[config.mk]
export PLATFORM = sky130hd
export DESIGN_NAME = forward_neuron
export DESIGN_NICKNAME = d
export VERILOG_FILES = /design/src/rtl/forward_neuron.sv
export SDC_FILE = /design/constraint.sdc
export NUM_CORES = 2
export LEC_CHECK = 0
export ABC_AREA = 1
export ABC_CLOCK_PERIOD_IN_PS = 28300
export BUFFER_PORTS_ARGS = -buffer_cell sky130_fd_sc_hd__buf_2
export CORE_MARGIN = 8
export CORE_UTILIZATION = 46
export CTS_CLUSTER_SIZE = 10
export DETAILED_ROUTE_END_ITERATION = 8
export PLACE_DENSITY = 0.62
export SLEW_MARGIN = 20
export SYNTH_ARGS = -nofsm -noshare
export SYNTH_HDL_FRONTEND = slang
export SYNTH_SLANG_ARGS = --single-unit
[constraint.sdc]
create_clock -name clk -period 28.3 [get_ports clk]
set_clock_uncertainty 0.05 [all_clocks]
set_input_delay 7.075 -clock clk [delete_from_list [all_inputs] [get_ports clk]]
set_output_delay 7.075 -clock clk [all_outputs]
set_load 0.01 [all_outputs]
[src/rtl/forward_neuron.sv]
`default_nettype none
// ============================================================================
// Module  : forward_neuron
// Purpose : z = bias + sum(x_i*w_i) on one shared FP32 multiplier and adder;
//           optional hard-sigmoid activation via FORWARD_HARD_SIGMOID_EN.
// Revision: 1.0
// ============================================================================
module forward_neuron #(
  parameter int N_INPUTS = 3,
  parameter int MUL_LAT  = 1,
  parameter int ADD_LAT  = 1
) (
  input  logic        clk,
  input  logic        reset,
  input  logic        start,
  input  logic [31:0] bias,
  input  logic        in_valid,
  output logic        in_ready,
  input  logic [31:0] x_in,
  input  logic [31:0] w_in,
  output logic        busy,
  output logic        out_valid,
  input  logic        out_ready,
  output logic [31:0] z_out,
  output logic [31:0] a_out
);

  typedef enum logic [3:0] {
    IDLE    = 4'd0,
    LOAD    = 4'd1,
    MULT    = 4'd2,
    ACC     = 4'd3,
    ACT_MUL = 4'd4,
    ACT_ADD = 4'd5,
    CLAMP   = 4'd6,
    DONE    = 4'd7
  } state_t;

  localparam logic [7:0] c_MUL_LAST = 8'(MUL_LAT - 1);
  localparam logic [7:0] c_ADD_LAST = 8'(ADD_LAT - 1);
  localparam logic [8:0] c_N        = 9'(N_INPUTS);

  // Round-to-nearest-even packer; denormal results flush to zero.
  function automatic logic [31:0] fp_round(input logic s, input logic signed [9:0] e,
                                           input logic [23:0] sig, input logic g,
                                           input logic st);
    logic [24:0]       r;
    logic signed [9:0] ee;
    r  = {1'b0, sig} + {24'd0, g & (st | sig[0])};
    ee = e;
    if (r[24]) begin
      r  = r >> 1;
      ee = ee + 10'sd1;
    end
    if (ee >= 10'sd255) return {s, 8'hFF, 23'd0};
    if (ee <= 10'sd0) return {s, 31'd0};
    return {s, ee[7:0], r[22:0]};
  endfunction

  function automatic logic [31:0] fp_mul(input logic [31:0] a, input logic [31:0] b);
    logic [47:0]       p;
    logic signed [9:0] e;
    logic              s;
    s = a[31] ^ b[31];
    if (a[30:23] == 8'd0 || b[30:23] == 8'd0) return {s, 31'd0};
    p = {24'd0, 1'b1, a[22:0]} * {24'd0, 1'b1, b[22:0]};
    e = $signed({2'b00, a[30:23]}) + $signed({2'b00, b[30:23]}) - 10'sd127;
    if (p[47]) return fp_round(s, e + 10'sd1, p[47:24], p[23], |p[22:0]);
    return fp_round(s, e, p[46:23], p[22], |p[21:0]);
  endfunction

  // Three extra bits (guard/round/sticky) below the 24-bit significand.
  function automatic logic [31:0] fp_add(input logic [31:0] a_in, input logic [31:0] b_in);
    logic [31:0]       a, b;
    logic [7:0]        d;
    logic [26:0]       ma, mb, n;
    logic [53:0]       sh;
    logic [27:0]       sum;
    logic signed [9:0] e;
    if (a_in[30:23] == 8'd0)
      return (b_in[30:23] == 8'd0) ? {a_in[31] & b_in[31], 31'd0} : b_in;
    if (b_in[30:23] == 8'd0) return a_in;
    if (a_in[30:0] < b_in[30:0]) begin
      a = b_in;
      b = a_in;
    end else begin
      a = a_in;
      b = b_in;
    end
    d  = a[30:23] - b[30:23];
    ma = {1'b1, a[22:0], 3'b000};
    sh = {1'b1, b[22:0], 3'b000, 27'd0} >> ((d > 8'd27) ? 8'd27 : d);
    mb = sh[53:27] | {26'd0, |sh[26:0]};
    e  = $signed({2'b00, a[30:23]});
    if (a[31] == b[31]) begin
      sum = {1'b0, ma} + {1'b0, mb};
      if (sum[27]) begin
        n = sum[27:1] | {26'd0, sum[0]};
        e = e + 10'sd1;
      end else begin
        n = sum[26:0];
      end
    end else begin
      n = ma - mb;
      if (n == 27'd0) return 32'd0;
      for (int i = 0; i < 26; i++) begin
        if (!n[26]) begin
          n = n << 1;
          e = e - 10'sd1;
        end
      end
    end
    return fp_round(a[31], e, n[26:3], n[2], |n[1:0]);
  endfunction

  state_t      r_state, w_next;
  logic [31:0] r_acc, r_x, r_w, r_prod;
  logic [7:0]  r_cnt, r_lat;
  logic        w_lat_last, w_timed;
  logic [31:0] w_mul_a, w_mul_b, w_add_a, w_add_b, w_mul, w_add;

`ifdef FORWARD_HARD_SIGMOID_EN
  localparam logic [31:0] c_QUARTER = 32'h3E80_0000;
  localparam logic [31:0] c_HALF    = 32'h3F00_0000;
  localparam logic [31:0] c_ONE     = 32'h3F80_0000;
  logic [31:0] r_s, r_a;
  // The single multiplier/adder pair is re-pointed at the activation constants.
  assign w_mul_a = (r_state == ACT_MUL) ? r_acc     : r_x;
  assign w_mul_b = (r_state == ACT_MUL) ? c_QUARTER : r_w;
  assign w_add_a = (r_state == ACT_ADD) ? r_prod    : r_acc;
  assign w_add_b = (r_state == ACT_ADD) ? c_HALF    : r_prod;
  assign a_out   = r_a;
`else
  assign w_mul_a = r_x;
  assign w_mul_b = r_w;
  assign w_add_a = r_acc;
  assign w_add_b = r_prod;
  assign a_out   = r_acc;
`endif

  assign w_mul = fp_mul(w_mul_a, w_mul_b);
  assign w_add = fp_add(w_add_a, w_add_b);
  assign z_out = r_acc;

  always_ff @(posedge clk or posedge reset) begin
    if (reset) r_state <= IDLE;
    else       r_state <= w_next;
  end

  always_comb begin
    w_next     = r_state;
    in_ready   = 1'b0;
    busy       = (r_state != IDLE);
    out_valid  = 1'b0;
    w_lat_last = 1'b0;
    w_timed    = 1'b0;
    case (r_state)
      IDLE: if (start) w_next = LOAD;
      LOAD: begin
        in_ready = 1'b1;
        if (in_valid) w_next = MULT;
      end
      MULT: begin
        w_timed    = 1'b1;
        w_lat_last = (r_lat == c_MUL_LAST);
        if (w_lat_last) w_next = ACC;
      end
      ACC: begin
        w_timed    = 1'b1;
        w_lat_last = (r_lat == c_ADD_LAST);
        if (w_lat_last) begin
`ifdef FORWARD_HARD_SIGMOID_EN
          w_next = (({1'b0, r_cnt} + 9'd1) == c_N) ? ACT_MUL : LOAD;
`else
          w_next = (({1'b0, r_cnt} + 9'd1) == c_N) ? DONE : LOAD;
`endif
        end
      end
`ifdef FORWARD_HARD_SIGMOID_EN
      ACT_MUL: begin
        w_timed    = 1'b1;
        w_lat_last = (r_lat == c_MUL_LAST);
        if (w_lat_last) w_next = ACT_ADD;
      end
      ACT_ADD: begin
        w_timed    = 1'b1;
        w_lat_last = (r_lat == c_ADD_LAST);
        if (w_lat_last) w_next = CLAMP;
      end
      CLAMP: w_next = DONE;
`endif
      DONE: begin
        out_valid = 1'b1;
        if (out_ready) w_next = IDLE;
      end
      default: w_next = IDLE;
    endcase
  end

  always_ff @(posedge clk or posedge reset) begin
    if (reset) begin
      r_acc  <= 32'd0;
      r_x    <= 32'd0;
      r_w    <= 32'd0;
      r_prod <= 32'd0;
      r_cnt  <= 8'd0;
      r_lat  <= 8'd0;
`ifdef FORWARD_HARD_SIGMOID_EN
      r_s    <= 32'd0;
      r_a    <= 32'd0;
`endif
    end else begin
      r_lat <= (w_timed && !w_lat_last) ? r_lat + 8'd1 : 8'd0;
      case (r_state)
        IDLE: if (start) begin
          r_acc <= bias;
          r_cnt <= 8'd0;
        end
        LOAD: if (in_valid) begin
          r_x <= x_in;
          r_w <= w_in;
        end
        MULT: if (w_lat_last) r_prod <= w_mul;
        ACC: if (w_lat_last) begin
          r_acc <= w_add;
          r_cnt <= r_cnt + 8'd1;
        end
`ifdef FORWARD_HARD_SIGMOID_EN
        ACT_MUL: if (w_lat_last) r_prod <= w_mul;
        ACT_ADD: if (w_lat_last) r_s <= w_add;
        CLAMP: begin
          if (r_s[31])               r_a <= 32'd0;
          else if (r_s[30:0] >= c_ONE[30:0]) r_a <= c_ONE;
          else                        r_a <= r_s;
        end
`endif
        default: ;
      endcase
    end
  end

endmodule
`default_nettype wire

==> results.toml <==
[timing]
tightest_slew_ns = 1.202
fin_setup_tns_ns = 0
finalMaxSlewViolations = 0
max_freq_mhz = 43.03
fin_crit_ns = 23.24
grt_setup_unrepaired = "no"
max-slew-margin-rel_pct = 19.86
hold_violations = 0
finalSetupViolations = 0
whs_ns = 0.4499
period_share_pct = 82.12

[route]
drc = 0
dr.pass1.iters = 8
initialDrtViolationCount = 3930
vias_per_cell = 5.378
detail_route.wl_per_cell_um = 18.80
totalWireLength_um = 167600
vias = 47940
drtAntennaViolNets = 0

[critical_path]
cp-start-kind = "flip-flop"
worstSetupPathType = "reg2reg"
critical_path_buf_inv_count = 13
end_kind = "flip-flop"
required_ns = 28.67
critPathMaxStageDelay_ns = 0.90
crit_top_cell = "nand2_1"
crit_family = "simple AND/OR/NAND/NOR gates"
crit_arrival_ns = 23.61
critPathSlowestCell = "ha_1"
crit_path_max_fanout = 100

[global_routing]
grt_pass1_vias = 46490
grt_max_degree = 101
grt-ovfl-total = 0
grt_pass1_wl_um = 261300
antenna_found_initial = 6
grt_use_total_pct = 28.43

[clock_tree]
htree_levels = 4
cts.sinks = 147
cts_tree = "built"
numCtsBuffers = 17
clockBufferDepth = 2
hold_buffers = 0
cts_root_buf = "clkbuf_16"
insertion_delay_ns = 0.51
clk_transition_reported_paths_ns = 0.08
post-cts-setup-buffers = 0
cts_resized = 0

[placed_design]
routabilityCongestion = 0.9750
dp_cells = 8881
place_hpwl_um = 135100
port_buffers = 167

[logic_synthesis]
synthFlopType = "dfrtp_1"
yosysSeqAreaShare_pct = 7.682
yosys.cell_count.top_type = "nand2_1"
yosys.area.top_type = "fa_1"
netlist_area_um2 = 47890
synth-async-reset-ratio_pct = 100.0
yosysUniqueCellTypes = 84
synth.area.top_cells = "fa_1 20%, nand2_1 17%, inv_1 11%"
synth_edf_count = 0
ys_ff_latch = 147
synth_cells = 7544
syn-num-nets = 8430
synth_warnings = 0
netlist.area_leader.share_pct = 20.23
ys_top_cells_by_count = "2215 x nand2_1, 1377 x inv_1, 639 x nand3_1"
syn_area_per_cell_um2 = 6.348

[status]
outcome = "finished clean"

[layout]
layout.cells.non_filler = 8914
drive_above_1_share_pct = 9.903
num-nets-final = 8406
area_growth_pct = 4.781
final_util_pct = 48.55

[floorplan]
core_area_um2 = 103300
ios = 168
die_y_um = 338.7
initial_utilization_pct = 46.34
rows = 118
dieArea_um2 = 114700
die_w_um = 338.7

[job]
maxCapViolCount = 0

[hold_path]
min_path_type = "reg2reg"
==> registers in the layout, indices dropped and copies added, names as in the netlist, named ones only <==
register	count
r_prod	32
r_w	32
r_x	32
a_out	31
r_cnt	8
r_lat	8
r_state	3
==> metal layers <==
layer	GRT usage (%)	wire [um]	vias to the layer above	part of all wire (%)
met1	36.19	69610	22810	42
met2	49.93	82070	1483	49
li1	-	-	23380	-
met3	3.800	10470	268	6.3
met4	8.608	5418	2	3.2
met5	0	9	-	0.0054
==> metrics by stage <==
step | area [um2] | worst slack, ns
floorplan | 47890 | 9.675
global placement | 49580 | 5.654
detailed placement | 49580 | 5.308
CTS | 50160 | 5.279
global route | 50170 | 3.246
finish | 50180 | 5.059
==> worst paths after layout <==
kind | startpoint | endpoint | slack [ns] | depth (start not counted)
setup / recovery | a_out[23] | a_out[28] | 5.06 | 122
hold / removal | r_lat[0] | r_lat[0] | 0.45 | 1
setup reg to reg | a_out[23] | a_out[28] | 5.06 | 122
hold reg to reg | r_lat[0] | r_lat[0] | 0.45 | 1
max in group asynchronous | reset | r_x[27] | 20.59 | 3
min in group asynchronous | reset | r_x[3] | 6.47 | 2
==> cell type report <==
| class | instances | area, um2 |
|---|---|---|
| fill | 11010 | 53170 |
| clock inverter | 15 | 158.9 |
| timing repair buffer | 235 | 1350 |
| clock buffer | 17 | 425.4 |
| sequential | 147 | 3679 |
| tap | 1380 | 1727 |
| multi-input combinational | 5648 | 37300 |
| antenna | 1 | 2.502 |
| inverter | 1471 | 5538 |
==> cells by family (layout without fill, tap and decap cells) <==
kind of cell               after synthesis  count (layout)  share of synthesized area (%)
adders and majority gates              785             785                          28.10
muxes                                   55              55                          1.293
DFF                                    147             147                          7.682
xor gates and xnor gates               167             167                          3.070
buffers and inverters                 1749            1738                          14.50
other                                    0               1                              0
AOI/OAI and AO/OA                      681             681                          8.249
and+or+nand+nor                       3960            3960                          37.10
==> placed cells by master (no fill, tap or decap), drive strengths merged, types with 41 or more instances in the layout <==
cell type / synthesis / layout
nand2: 2389 / 2389
inv: 1457 / 1465
nand3: 720 / 720
nor2: 572 / 572
fa: 484 / 484
ha: 301 / 301
o21ai: 238 / 238
buf: 100 / 235
a21oi: 228 / 228
dfrtp: 147 / 147
xor2: 128 / 128
nand4: 111 / 111
nor3: 72 / 72
mux2: 55 / 55
nor4: 44 / 44
o22ai: 41 / 41
Power is left out: the tool's default activity adds up to more than one toggle a clock period on the data nets, which glitch-free logic cannot reach.
